--- src/rtl/axi_sram_slave.sv ---
// axi_sram_slave: AXI4 slave responder that turns INCR bursts into
// single-word accesses on a synchronous SRAM macro port. One transaction
// is in flight at a time; AW and AR are granted alternately when both
// are pending.
// Optional build macro: AXI_SLV_RANGE_CHECK_EN -- when defined, beats whose
// byte address has bits set above the SRAM window are answered with DECERR
// and never reach the SRAM; when undefined, upper address bits alias.
module axi_sram_slave #(
    parameter int IDS_W      = 8,
    parameter int DEPTH_LOG2 = 14,
    parameter int LEN_W      = 4
) (
    input  logic                  clk,
    input  logic                  rst,
    // write address channel
    input  logic [IDS_W-1:0]      AWID,
    input  logic [31:0]           AWADDR,
    input  logic [LEN_W-1:0]      AWLEN,
    input  logic [2:0]            AWSIZE,
    input  logic [1:0]            AWBURST,
    input  logic                  AWVALID,
    output logic                  AWREADY,
    // write data channel
    input  logic [31:0]           WDATA,
    input  logic [3:0]            WSTRB,
    input  logic                  WLAST,
    input  logic                  WVALID,
    output logic                  WREADY,
    // write response channel
    output logic [IDS_W-1:0]      BID,
    output logic [1:0]            BRESP,
    output logic                  BVALID,
    input  logic                  BREADY,
    // read address channel
    input  logic [IDS_W-1:0]      ARID,
    input  logic [31:0]           ARADDR,
    input  logic [LEN_W-1:0]      ARLEN,
    input  logic [2:0]            ARSIZE,
    input  logic [1:0]            ARBURST,
    input  logic                  ARVALID,
    output logic                  ARREADY,
    // read data channel
    output logic [IDS_W-1:0]      RID,
    output logic [31:0]           RDATA,
    output logic [1:0]            RRESP,
    output logic                  RLAST,
    output logic                  RVALID,
    input  logic                  RREADY,
    // SRAM macro port
    output logic                  sram_cs,
    output logic [3:0]            sram_we,
    output logic [DEPTH_LOG2-1:0] sram_addr,
    output logic [31:0]           sram_wdata,
    input  logic [31:0]           sram_rdata
);

    typedef enum logic [2:0] {
        S_IDLE,
        S_RD_REQ,
        S_RD_DATA,
        S_WR_DATA,
        S_WR_RESP
    } state_t;

    localparam logic [1:0] RESP_OKAY   = 2'b00;
    localparam logic [1:0] RESP_DECERR = 2'b11;

    state_t             r_state;
    logic [IDS_W-1:0]   r_id;
    logic [31:0]        r_addr;
    logic [LEN_W-1:0]   r_len;
    logic [LEN_W-1:0]   r_cnt;
    logic               r_last_rd;    // last grant went to the read side
    logic               r_bresp_err;  // some beat of this write burst was out of range
    logic               r_rd_first;   // first cycle of RD_DATA: SRAM output is live
    logic [31:0]        r_rdata;

    logic               w_awready;
    logic               w_oor;
    logic               w_unused_ok;

`ifdef AXI_SLV_RANGE_CHECK_EN
    assign w_oor = (r_addr >> (DEPTH_LOG2 + 2)) != 32'd0;
`else
    assign w_oor = 1'b0;
`endif

    // Size/burst fields and address bits outside the word index carry no meaning here.
    assign w_unused_ok = ^{AWSIZE, AWBURST, ARSIZE, ARBURST, r_addr};

    // Handshake readies and response channels decoded from registered state.
    always_comb begin
        // NOTE: every combinational output gets a default first so no path can infer a latch.
        w_awready = (r_state == S_IDLE) && AWVALID && (!ARVALID || r_last_rd);
        AWREADY   = w_awready;
        ARREADY   = (r_state == S_IDLE) && ARVALID && !w_awready;
        WREADY    = (r_state == S_WR_DATA);
        BVALID    = (r_state == S_WR_RESP);
        BID       = r_id;
        BRESP     = (BVALID && r_bresp_err) ? RESP_DECERR : RESP_OKAY;
        RVALID    = (r_state == S_RD_DATA);
        RID       = r_id;
        RLAST     = RVALID && (r_cnt == r_len);
        RRESP     = (RVALID && w_oor) ? RESP_DECERR : RESP_OKAY;
        RDATA     = 32'd0;
        if (RVALID && !w_oor) begin
            // The SRAM word is only guaranteed on the first cycle; later stall cycles replay the capture.
            RDATA = r_rd_first ? sram_rdata : r_rdata;
        end
    end

    // SRAM port: driven only while a write beat or read request is being issued.
    always_comb begin
        sram_cs    = 1'b0;
        sram_we    = 4'h0;
        sram_addr  = '0;
        sram_wdata = 32'd0;
        if (r_state == S_WR_DATA && WVALID && !w_oor) begin
            sram_cs    = 1'b1;
            sram_we    = WSTRB;
            sram_addr  = r_addr[DEPTH_LOG2+1:2];
            sram_wdata = WDATA;
        end else if (r_state == S_RD_REQ && !w_oor) begin
            sram_cs    = 1'b1;
            sram_addr  = r_addr[DEPTH_LOG2+1:2];
        end
    end

    // Transaction FSM: latches the request, walks the burst, returns the response.
    always_ff @(posedge clk) begin
        if (rst) begin
            // NOTE: sequential state uses non-blocking assignments so every register samples pre-edge values.
            r_state     <= S_IDLE;
            r_id        <= '0;
            r_addr      <= 32'd0;
            r_len       <= '0;
            r_cnt       <= '0;
            r_last_rd   <= 1'b0;
            r_bresp_err <= 1'b0;
            r_rd_first  <= 1'b0;
            r_rdata     <= 32'd0;
        end else begin
            case (r_state)
                S_IDLE: begin
                    if (w_awready) begin
                        r_id        <= AWID;
                        r_addr      <= AWADDR;
                        r_len       <= AWLEN;
                        r_cnt       <= '0;
                        r_last_rd   <= 1'b0;
                        r_bresp_err <= 1'b0;
                        r_state     <= S_WR_DATA;
                    end else if (ARVALID) begin
                        r_id      <= ARID;
                        r_addr    <= ARADDR;
                        r_len     <= ARLEN;
                        r_cnt     <= '0;
                        r_last_rd <= 1'b1;
                        r_state   <= S_RD_REQ;
                    end
                end
                S_WR_DATA: begin
                    if (WVALID) begin
                        if (w_oor) begin
                            r_bresp_err <= 1'b1;
                        end
                        r_addr <= r_addr + 32'd4;
                        r_cnt  <= r_cnt + LEN_W'(1);
                        if (WLAST) begin
                            r_state <= S_WR_RESP;
                        end
                    end
                end
                S_WR_RESP: begin
                    if (BREADY) begin
                        r_state <= S_IDLE;
                    end
                end
                S_RD_REQ: begin
                    r_rd_first <= 1'b1;
                    r_state    <= S_RD_DATA;
                end
                S_RD_DATA: begin
                    r_rd_first <= 1'b0;
                    if (r_rd_first) begin
                        r_rdata <= sram_rdata;
                    end
                    if (RREADY) begin
                        if (r_cnt == r_len) begin
                            r_state <= S_IDLE;
                        end else begin
                            r_addr  <= r_addr + 32'd4;
                            r_cnt   <= r_cnt + LEN_W'(1);
                            r_state <= S_RD_REQ;
                        end
                    end
                end
                default: r_state <= S_IDLE;
            endcase
        end
    end

endmodule

--- config.mk ---
export PLATFORM = sky130hd
export DESIGN_NAME = axi_sram_slave
export DESIGN_NICKNAME = d
export VERILOG_FILES = /design/src/rtl/axi_sram_slave.sv
export SDC_FILE = /design/constraint.sdc
export NUM_CORES = 1
export LEC_CHECK = 0
export ABC_AREA = 1
export BUFFER_PORTS_ARGS = -buffer_cell sky130_fd_sc_hd__buf_2
export CAP_MARGIN = 20
export CORE_MARGIN = 10
export CORE_UTILIZATION = 39
export CTS_CLUSTER_DIAMETER = 120
export DETAILED_ROUTE_END_ITERATION = 10
export PLACE_DENSITY = 0.77
export REMOVE_ABC_BUFFERS = 1
export SLEW_MARGIN = 15
export SYNTH_ARGS = -nofsm -noshare
export SYNTH_HDL_FRONTEND = slang
export SYNTH_SLANG_ARGS = --single-unit
--- constraint.sdc ---
create_clock -name clk -period 1.6 [get_ports clk]
set_clock_uncertainty 0.15 [all_clocks]
set_input_delay 0.08 -clock clk [delete_from_list [all_inputs] [get_ports clk]]
set_output_delay 0.08 -clock clk [all_outputs]
set_load 0.01 [all_outputs]
==> qor.txt, run 1 <==
status -> complete, but fails checks
failing checks -> negative hold slack, negative setup slack
post-synthesis cell type count -> 29
Final WS setup -> -0.335 ns
RD Place Congestion -> 0.877
Synth area leaders -> dfxtp_1 30%, nand2_1 22%, nand3_1 9.3%, inv_1 8.7%, nor2_1 8.7%
Worst Hold Launch -> AWADDR[10]
die span in y -> 127 um
Gate Count Post-Synth -> 771
cell chain of the critical path -> inv_4 > nor2_4 > inv_2 > nor2_4 > clkinv_4 > buf_16 > a21oi_4 > buf_6
CTS H-tree lvls -> 3
Worst VDD drop -> 1070 uV
wire length per cell -> 16.7 um
filler instances -> 804
critical path class -> reg -> out
Sequential Power Share -> 0.211
fraction of registers with async set/reset -> 0
Inserted Clock Buffers -> 9
largest family of logic cells by synthesized area -> simple AND/OR/NAND/NOR gates
largest area contributor in the netlist -> dfxtp_1
Fin. Hold Viols -> 1
Clock Pin Slew Worst Setup and Hold Paths -> 0.06 ns
sequential cell area -> 0.00135 mm^2
vias in the first global route -> 5,804
Residual DRC -> 0
net switching power figure -> 0.00517 W
core area -> 0.0113 mm^2
Worst Hold Path EP -> r_addr[10]
dominant register cell in the synthesized netlist -> dfxtp_1
worst hold path depth -> 5
post-synthesis compound-gate area fraction -> 0.0992
Sw Ratio -> 0.447
Max Buffers Root-to-Sink -> 2
share of layout cells above drive strength 1 -> 0.419
CTS root buffer -> clkbuf_16
Post-Synth Adder-Cell Area -> 0.00560
pwr dens -> 1410 mW/mm^2
clock share of power -> 0.175
# setup viols final -> 148
Sum Neg Setup Slack -> -25.57 ns
Worst setup SP type -> flop
Comb pwr share -> 0.614
worst path required time -> 1.37 ns
fin area -> 0.00819 mm^2
simple-gate portion of the synthesized area -> 0.432
clock latency at the later pin of the worst-skew pair -> 0.33 ns
Post-synth EDFFs -> 0
Final period util -> 1.21
DP Area -> 0.00585 mm^2
delay of the slowest cell on the worst path -> 0.37 ns
Final Non-Filler Cells -> 1,248
fmax -> 517 MHz
reg-to-reg endpoint -> r_cnt[0]
post-route ant nets -> 0
Static Leak -> 4.31 nW
reg2reg setup slack -> -0.25 ns
Port Buffer Count -> 232
critical path buffer and inverter count -> 5
Via Count -> 6,309
Vias/cell -> 5.06
internal power -> 0.00639 W
Critical-path top delay cell -> dfxtp_4
HP Class -> in -> reg
mux contribution to synthesized area -> 0
Reg2Reg Depth -> 12
Initial DRC Count -> 427
area grow syn2layout -> 83.5%
CP delay by family, top -> buffers and inverters
syn_area_per_cell -> 5.79 um^2
first-pass detailed-route iteration total -> 6
cell area after synthesis -> 0.00447 mm^2
RSZ-0062 raised after global routing -> true
footprint of the multi-input gates -> 0.00308 mm^2
NumNets Final -> 1,275
most frequent CP cell -> nor2_4
# placed instances -> 1,124
Seq cells post-synth -> 67
initial antenna violation count -> 1
CP Capture Type -> output pin
die area -> 0.0161 mm^2
remaining global-route overflow -> 0
Worst Path Arrival -> 1.70 ns
GRT Overall Usage -> 0.211
first-pass GRT wire length -> 28,600 um
CP max FO -> 7
effective utilization at floorplan -> 0.394
clock period minus worst slack -> 1.93 ns
CTS Sinks -> 67
final slew viol count -> 0
MaxCap Viol Count -> 0
Yosys Warn Count -> 0
# rows -> 39
die width -> 127 um
CTS tree -> yes
worst reg2reg startpoint -> r_state[1]
DP HPWL -> 11,100 um
Seq/Total Area, Yosys -> 0.300
top cells by instance count after synthesis -> 262 x nand2_1, 104 x inv_1, 104 x nor2_1
cell with the most instances after synthesis -> nand2_1
largest net degree at the start of global routing -> 96
Synth Area in XOR/XNOR -> 0.00392
Hold WS -> -0.00304 ns
io pins -> 283
drt total wl -> 20,900 um
top-area cell type share of the netlist area -> 0.300
==> worst max path at each step <==
| stage | start | to | slack [ns] | cells after the start |
|---|---|---|---|---|
| global placement | r_state[2] | r_cnt[3] | -0.07 | 8 |
| finish | r_state[1] | RDATA[11] | -0.33 | 8 |
| CTS | r_state[1] | sram_wdata[23] | -0.24 | 8 |
| global route | r_state[1] | RDATA[15] | -0.40 | 8 |
| floorplan | r_state[1] | r_rdata[0] | -0.80 | 8 |
| detailed placement | r_state[2] | r_cnt[3] | -0.14 | 8 |
==> layout make-up <==
type | count | share of cell area
Timing Repair inverter | 1 | 0.000916
Multi-Input combinational cell | 546 | 0.376
Clock buffer | 11 | 0.0296
Sequential cell | 67 | 0.165
Inverter | 111 | 0.0524
Clock inverter | 5 | 0.00641
Timing Repair Buffer | 363 | 0.348
Tap cell | 143 | 0.0218
Antenna cell | 1 | 0.000305
==> what timing repair did <==
| action | CTS | global route |
|---|---|---|
| cloned | 10 | 5 |
| setup buffers | 28 | 20 |
| resized for setup | 97 | 138 |
| endpoints found under the hold margin | 39 | 0 |
| hold buffers | 49 | 0 |
| pin swaps | 10 | 37 |
| endpoints found under the setup margin | 110 | 153 |
==> worst reg2reg max path, stage by stage (launching register included) <==
cell and delay [ns]:
dfxtp_4 0.37, inv_4 0.05, nor2_4 0.11, inv_2 0.06, nor2_4 0.13, buf_4 0.14, buf_6 0.10, nand3_4 0.08
buf_12 0.17, nand2_8 0.10, inv_1 0.07, nor2_1 0.14, nor2_1 0.07
==> state kept, by name, summed over array words and instances (netlist names) <==
signal      count
r_addr         14
BID             8
r_state         3
r_rdata        32
r_last_rd       1
r_cnt           4
r_rd_first      1
r_len           4
==> per-layer routing <==
layer | share of wire | vias to the layer above | global-route usage
li1 | - | 3015 | -
met1 | 0.37 | 2906 | 0.226
met2 | 0.50 | 329 | 0.383
met3 | 0.085 | 59 | 0.0608
met4 | 0.038 | 0 | 0.0770
met5 | 0 | - | 0
==> cell usage in the layout, fill, tap and decap left out, types with 12 or more instances in the layout <==
cell type / count
nor2_2: 15
buf_2: 202
nand3_2: 14
dlygate4sd3_1: 49
dfxtp_1: 64
clkbuf_16: 12
nand3_1: 68
o211ai_1: 12
nand2_1: 229
nor2_1: 80
buf_6: 53
a21oi_2: 13
nor2_4: 12
nand2_2: 22
inv_1: 101
nand2_4: 12
a21oi_4: 22
buf_4: 37
==> power groups by stage <==
stage	logic [W]	clock network (W)	registers (W)
floorplan	0.00257	0	0.00250
global placement	0.00450	0	0.00241
detailed placement	0.00456	0	0.00242
CTS	0.00578	0.00202	0.00240
global route	0.00763	0.00211	0.00248
finish	0.00711	0.00202	0.00244
==> metrics by stage <==
| step | worst slack, ns | util | hold WS (ns) | total power, W |
|---|---|---|---|---|
| 2_1_floorplan | -0.801 | - | -0.000934 | 0.00507 |
| 4_1_cts | -0.241 | 0.650 | 0.00111 | 0.0102 |
| 3_3_place_gp | -0.0688 | 0.517 | 0.189 | 0.00691 |
| 5_1_grt | -0.395 | 0.724 | 0.0307 | 0.0122 |
| 6_report | -0.335 | 0.724 | -0.00304 | 0.0116 |
| 3_5_place_dp | -0.138 | 0.517 | 0.194 | 0.00699 |
==> cells by family (layout without fill, tap and decap cells) <==
logic type	after synthesis	after routing
and+or+nand+nor	467	470
adders and majority gates	2	2
xor gates and xnor gates	2	2
buffers and inverters	164	491
AOI/OAI and AO/OA	68	68
other	1	5
DFF	67	67
Power figures use the tool's default switching activity.
==> inputs of run 2 (changes only) <==
Settings changed: TNS_END_PERCENT set to 30.
==> run 2 against run 1 <==
Against the previous run:
- the flow finishes with violations (negative setup slack)
- final area decreased by 1.6%
- sequential share of layout area up 0.27 points
- count of clock-buffer cells in the layout did not move
==> qor.txt, run 2 (same netlist as run 1, synthesis figures left out) <==
vias in the first global route -> 5,713
Final WS setup -> -0.318 ns
MaxCap Viol Count -> 0
DP Worst Slack -> -0.138 ns
core area -> 0.0113 mm^2
critical path class -> reg -> out
die width -> 127 um
CP Capture Type -> output pin
first-pass GRT wire length -> 27,700 um
Fin. Hold Viols -> 0
# rows -> 39
RD Place Congestion -> 0.877
die span in y -> 127 um
GRT Overall Usage -> 0.204
final slew viol count -> 0
Inserted Clock Buffers -> 9
NumNets Final -> 1,268
Max Buffers Root-to-Sink -> 2
Most flops, register -> r_rdata
CP max FO -> 8
# setup viols final -> 127
die area -> 0.0161 mm^2
pwr dens -> 1330 mW/mm^2
failing checks -> negative setup slack
leading cell type in the layout, fill and taps excluded -> nand2_1
Vias/cell -> 4.99
commonest non-fill, non-tap cells in the layout -> 257 x nand2_1, 189 x buf_2, 100 x inv_1, 77 x nand3_1, 73 x nor2_1
CTS H-tree lvls -> 3
share of layout cells above drive strength 1 -> 0.377
Worst VDD drop -> 891 uV
Worst setup SP type -> flop
worst path required time -> 1.37 ns
clock latency at the later pin of the worst-skew pair -> 0.32 ns
DP HPWL -> 11,100 um
Final period util -> 1.20
# placed instances -> 1,124
drt total wl -> 20,600 um
post-route ant nets -> 0
Port Buffer Count -> 232
remaining global-route overflow -> 0
io pins -> 283
HP Class -> in -> reg
fmax -> 522 MHz
largest net degree at the start of global routing -> 96
effective utilization at floorplan -> 0.394
Sum Neg Setup Slack -> -25.15 ns
clock period minus worst slack -> 1.92 ns
CTS tree -> yes
RSZ-0062 raised after global routing -> true
CTS root buffer -> clkbuf_16
area grow syn2layout -> 80.6%
CTS Sinks -> 67
Worst Path Arrival -> 1.69 ns
Via Count -> 6,205
wire length per cell -> 16.5 um
status -> complete, but fails checks
Residual DRC -> 0
Final Non-Filler Cells -> 1,244
Static Leak -> 4.14 nW
initial antenna violation count -> 3
max FFs per register -> 32
Initial DRC Count -> 422
filler instances -> 838
Clock Pin Slew Worst Setup and Hold Paths -> 0.06 ns
first-pass detailed-route iteration total -> 5
[run 2: changes by cell type in the layout (fill, tap and decap cells not counted), moves of 7 or more]
cell / previous run / this run
a21oi_2: 13 / 3
dlygate4sd3_1: 49 / 60
nor2_1: 80 / 73
nand2_2: 22 / 5
a21oi_4: 22 / 31
nand2_4: 12 / 0
nand2_1: 229 / 257
nand3_2: 14 / 6
buf_2: 202 / 189
nand3_1: 68 / 77
[run 2: path summary, 6_finish.rpt]
| kind | slack, ns | end | start | cells past startpoint |
|---|---|---|---|---|
| worst max-delay path | -0.32 | RDATA[8] | r_state[1] | 8 |
| worst min-delay path | 0.008 | r_addr[9] | AWADDR[9] | 7 |
| worst max register to register | -0.14 | r_rdata[3] | r_state[1] | 10 |
| worst min register to register | 0.32 | r_rdata[22] | r_rdata[22] | 2 |
[run 2: area by class of cell]
cell class	instances	area, um^2	area share
sequential	67	1350	0.168
timing repair inverter	1	7.51	0.000931
multi-input combinational	543	2950	0.366
inverter	111	429	0.0532
clock buffer	11	243	0.0301
clock inverter	5	52.6	0.00652
antenna	4	10.0	0.00124
tap	143	179	0.0222
timing repair buffer	359	2840	0.353
[run 2: per-stage QoR]
stage	instance area (um^2)	power (W)	util	hold WS (ns)
floorplan	4190	0.00507	-	-0.000934
global placement	5850	0.00691	0.517	0.189
detailed placement	5850	0.00699	0.517	0.194
CTS	7290	0.00988	0.644	0.00111
global route	8060	0.0114	0.712	0.0182
finish	8060	0.0107	0.712	0.00756
[run 2: power by group]
| group | leakage, nW | internal [W] | switching, W |
|---|---|---|---|
| combinational | 3.44 | 0.00267 | 0.00360 |
| clock | 0.145 | 0.00124 | 0.000759 |
| sequential | 0.550 | 0.00208 | 0.000344 |
| total | 4.14 | 0.00599 | 0.00470 |
[run 2: repair_timing]
action,in CTS,in global routing
hold endpoints to repair,50,0
gates cloned,7,2
gates resized for setup,81,120
setup endpoints to repair,110,145
pin swaps,8,13
hold buffers,60,0
buffers inserted,14,20
[run 2: critical path, cell delays in order, from the launching register on]
cell       delay [ns]
dfxtp_4          0.36
inv_2            0.06
nor2_4           0.12
inv_2            0.06
nor2_4           0.18
inv_8            0.11
clkbuf_16        0.19
a21oi_4          0.15
buf_6            0.13
[run 2: layer usage]
layer,vias to the layer above,wire (um),GRT usage
li1,3007,-,-
met1,2858,7730,0.218
met2,282,10700,0.371
met3,58,1420,0.0567
met4,0,750,0.0797
met5,-,0,0
==> inputs of run 3 (changes only) <==
Settings changed: CORE_UTILIZATION 39 to 30, PLACE_DENSITY 0.77 to unset.
==> run 3 against run 2 <==
Against the previous run:
- flip-flop and latch count is the same
- first-iteration DRC count shrank 34%
- routed wire length shrank 16%
- register-to-register slack lost 0.06 ns
- largest cell class unchanged
- worst hold slack lost 0.019 ns
- core utilization shrank 19 points
- largest power group unchanged
- critical path depth grew 1
- count of clock-buffer cells in the layout grew 1
- the flow finishes with violations (negative hold slack, negative setup slack)
- highest routed layer is now met5
- die area grew 25%
- global-route usage shrank 4.5 points
- non-clock buffer count shrank 13
- worst setup slack gained 0.051 ns
==> qor.txt, run 3 (same netlist as run 1, synthesis figures left out) <==
wire length per cell -> 13.6 um
RSZ-0062 raised after global routing -> true
clock latency at the later pin of the worst-skew pair -> 0.34 ns
Sequential Power Share -> 0.244
Clock Pin Slew Worst Setup and Hold Paths -> 0.05 ns
filler instances -> 1,397
internal power -> 0.00557 W
CTS H-tree lvls -> 3
worst path required time -> 1.37 ns
pwr dens -> 1310 mW/mm^2
first-pass detailed-route iteration total -> 5
drt total wl -> 17,200 um
CP max FO -> 18
Comb pwr share -> 0.571
remaining global-route overflow -> 0
Residual DRC -> 0
die width -> 142 um
die area -> 0.0202 mm^2
GRT Overall Usage -> 0.159
Fin. Hold Viols -> 1
core area -> 0.0145 mm^2
MaxCap Viol Count -> 0
Final period util -> 1.17
status -> complete, but fails checks
Final WS setup -> -0.266 ns
clock period minus worst slack -> 1.87 ns
effective utilization at floorplan -> 0.307
io pins -> 283
DP Worst Slack -> -0.186 ns
NumNets Final -> 1,256
Most flops, register -> r_rdata
Worst setup SP type -> flop
post-route ant nets -> 0
Max Buffers Root-to-Sink -> 2
final slew viol count -> 0
Hold WS -> -0.0111 ns
Vias/cell -> 4.56
leading cell type in the layout, fill and taps excluded -> nand2_1
# setup viols final -> 109
Via Count -> 5,780
Static Leak -> 4.01 nW
Port Buffer Count -> 232
# rows -> 44
HP Class -> in -> reg
RD Place Congestion -> 0.817
net switching power figure -> 0.00432 W
largest net degree at the start of global routing -> 61
die span in y -> 142 um
critical path class -> reg -> out
initial antenna violation count -> 2
max FFs per register -> 32
CTS Sinks -> 67
CTS tree -> yes
share of layout cells above drive strength 1 -> 0.369
DP HPWL -> 11,900 um
Initial DRC Count -> 279
Sw Ratio -> 0.437
failing checks -> negative hold slack, negative setup slack
Worst VDD drop -> 848 uV
first-pass GRT wire length -> 27,000 um
Worst Path Arrival -> 1.64 ns
commonest non-fill, non-tap cells in the layout -> 260 x nand2_1, 216 x buf_2, 102 x inv_1, 79 x nand3_1, 68 x dlygate4sd3_1
fmax -> 536 MHz
clock share of power -> 0.185
CP Capture Type -> output pin
Sum Neg Setup Slack -> -20.66 ns
vias in the first global route -> 5,446
CTS root buffer -> clkbuf_16
Inserted Clock Buffers -> 9
area grow syn2layout -> 69.1%
## run 3: cell types whose count changed in the layout (fill, tap and decap cells not counted), sizes merged
cell         before  now
inv             110  113
diode             4    1
bufinv            1    0
clkinvlp          2    1
buf             297  276
clkinv            4    1
clkbuf           13   14
dlygate4sd3      60   68
## run 3: worst paths after layout
| kind | depth (start not counted) | start | slack (ns) | end |
|---|---|---|---|---|
| worst max-delay path | 9 | r_state[1] | -0.27 | sram_wdata[25] |
| worst min-delay path | 5 | AWADDR[2] | -0.01 | r_addr[2] |
| worst max register to register | 13 | r_state[1] | -0.20 | r_state[2] |
| worst min register to register | 2 | r_rdata[25] | 0.32 | r_rdata[25] |
## run 3: cell type report
| class | count | area (um^2) | share of cell area |
|---|---|---|---|
| inverter | 111 | 435 | 0.0577 |
| antenna | 1 | 2.50 | 0.000331 |
| clock inverter | 2 | 12.5 | 0.00166 |
| sequential | 67 | 1350 | 0.179 |
| clock buffer | 12 | 256 | 0.0340 |
| tap | 184 | 230 | 0.0305 |
| timing repair inverter | 2 | 36.3 | 0.00481 |
| timing repair buffer | 346 | 2480 | 0.328 |
| multi-input combinational | 543 | 2750 | 0.364 |
## run 3: stage by stage
stage / power [W] / instance area (um^2) / hold slack (ns) / std cells / util
5_1_grt: 0.0107 / 7550 / 0.00975 / 1268 / 0.520
3_5_place_dp: 0.00710 / 5950 / 0.196 / 1171 / 0.409
3_3_place_gp: 0.00708 / 5950 / 0.195 / 1171 / 0.409
4_1_cts: 0.00938 / 7170 / 0.00132 / 1264 / 0.493
6_report: 0.00990 / 7550 / -0.0111 / 1268 / 0.520
2_1_floorplan: 0.00507 / 4190 / -0.000934 / 721 / -
## run 3: layer usage
metal,vias to the layer above,wire [um],global-route usage,part of all wire
met5,-,17,0,0.00099
met4,2,350,0.0516,0.020
met3,24,1370,0.0474,0.079
met2,202,8310,0.272,0.48
met1,2567,7200,0.186,0.42
li1,2985,-,-,-
## run 3: repair_timing
action                                 CTS  global route
hold buffers                            68             0
endpoints found under the hold margin   55             0
pin swaps                                6             8
buffers inserted                         9             1
gates cloned                             2             2
resized for setup                       56            84
setup endpoints to repair              117           121
## run 3: power by group through the flow
stage / Sequential, W / Clock [W] / Combinational (W)
after floorplan: 0.00250 / 0 / 0.00257
after global placement: 0.00242 / 0 / 0.00466
after detailed placement: 0.00241 / 0 / 0.00469
after CTS: 0.00240 / 0.00189 / 0.00509
after global routing: 0.00247 / 0.00198 / 0.00629
final: 0.00242 / 0.00183 / 0.00565
## run 3: worst max-delay path, cell delays in order (launching register included)
cell     delay (ns)
dfxtp_2        0.34
buf_6          0.13
nand2_4        0.05
nor2_4         0.09
inv_2          0.06
nor2_4         0.13
buf_12         0.19
inv_16         0.07
nor2_1         0.10
buf_2          0.14
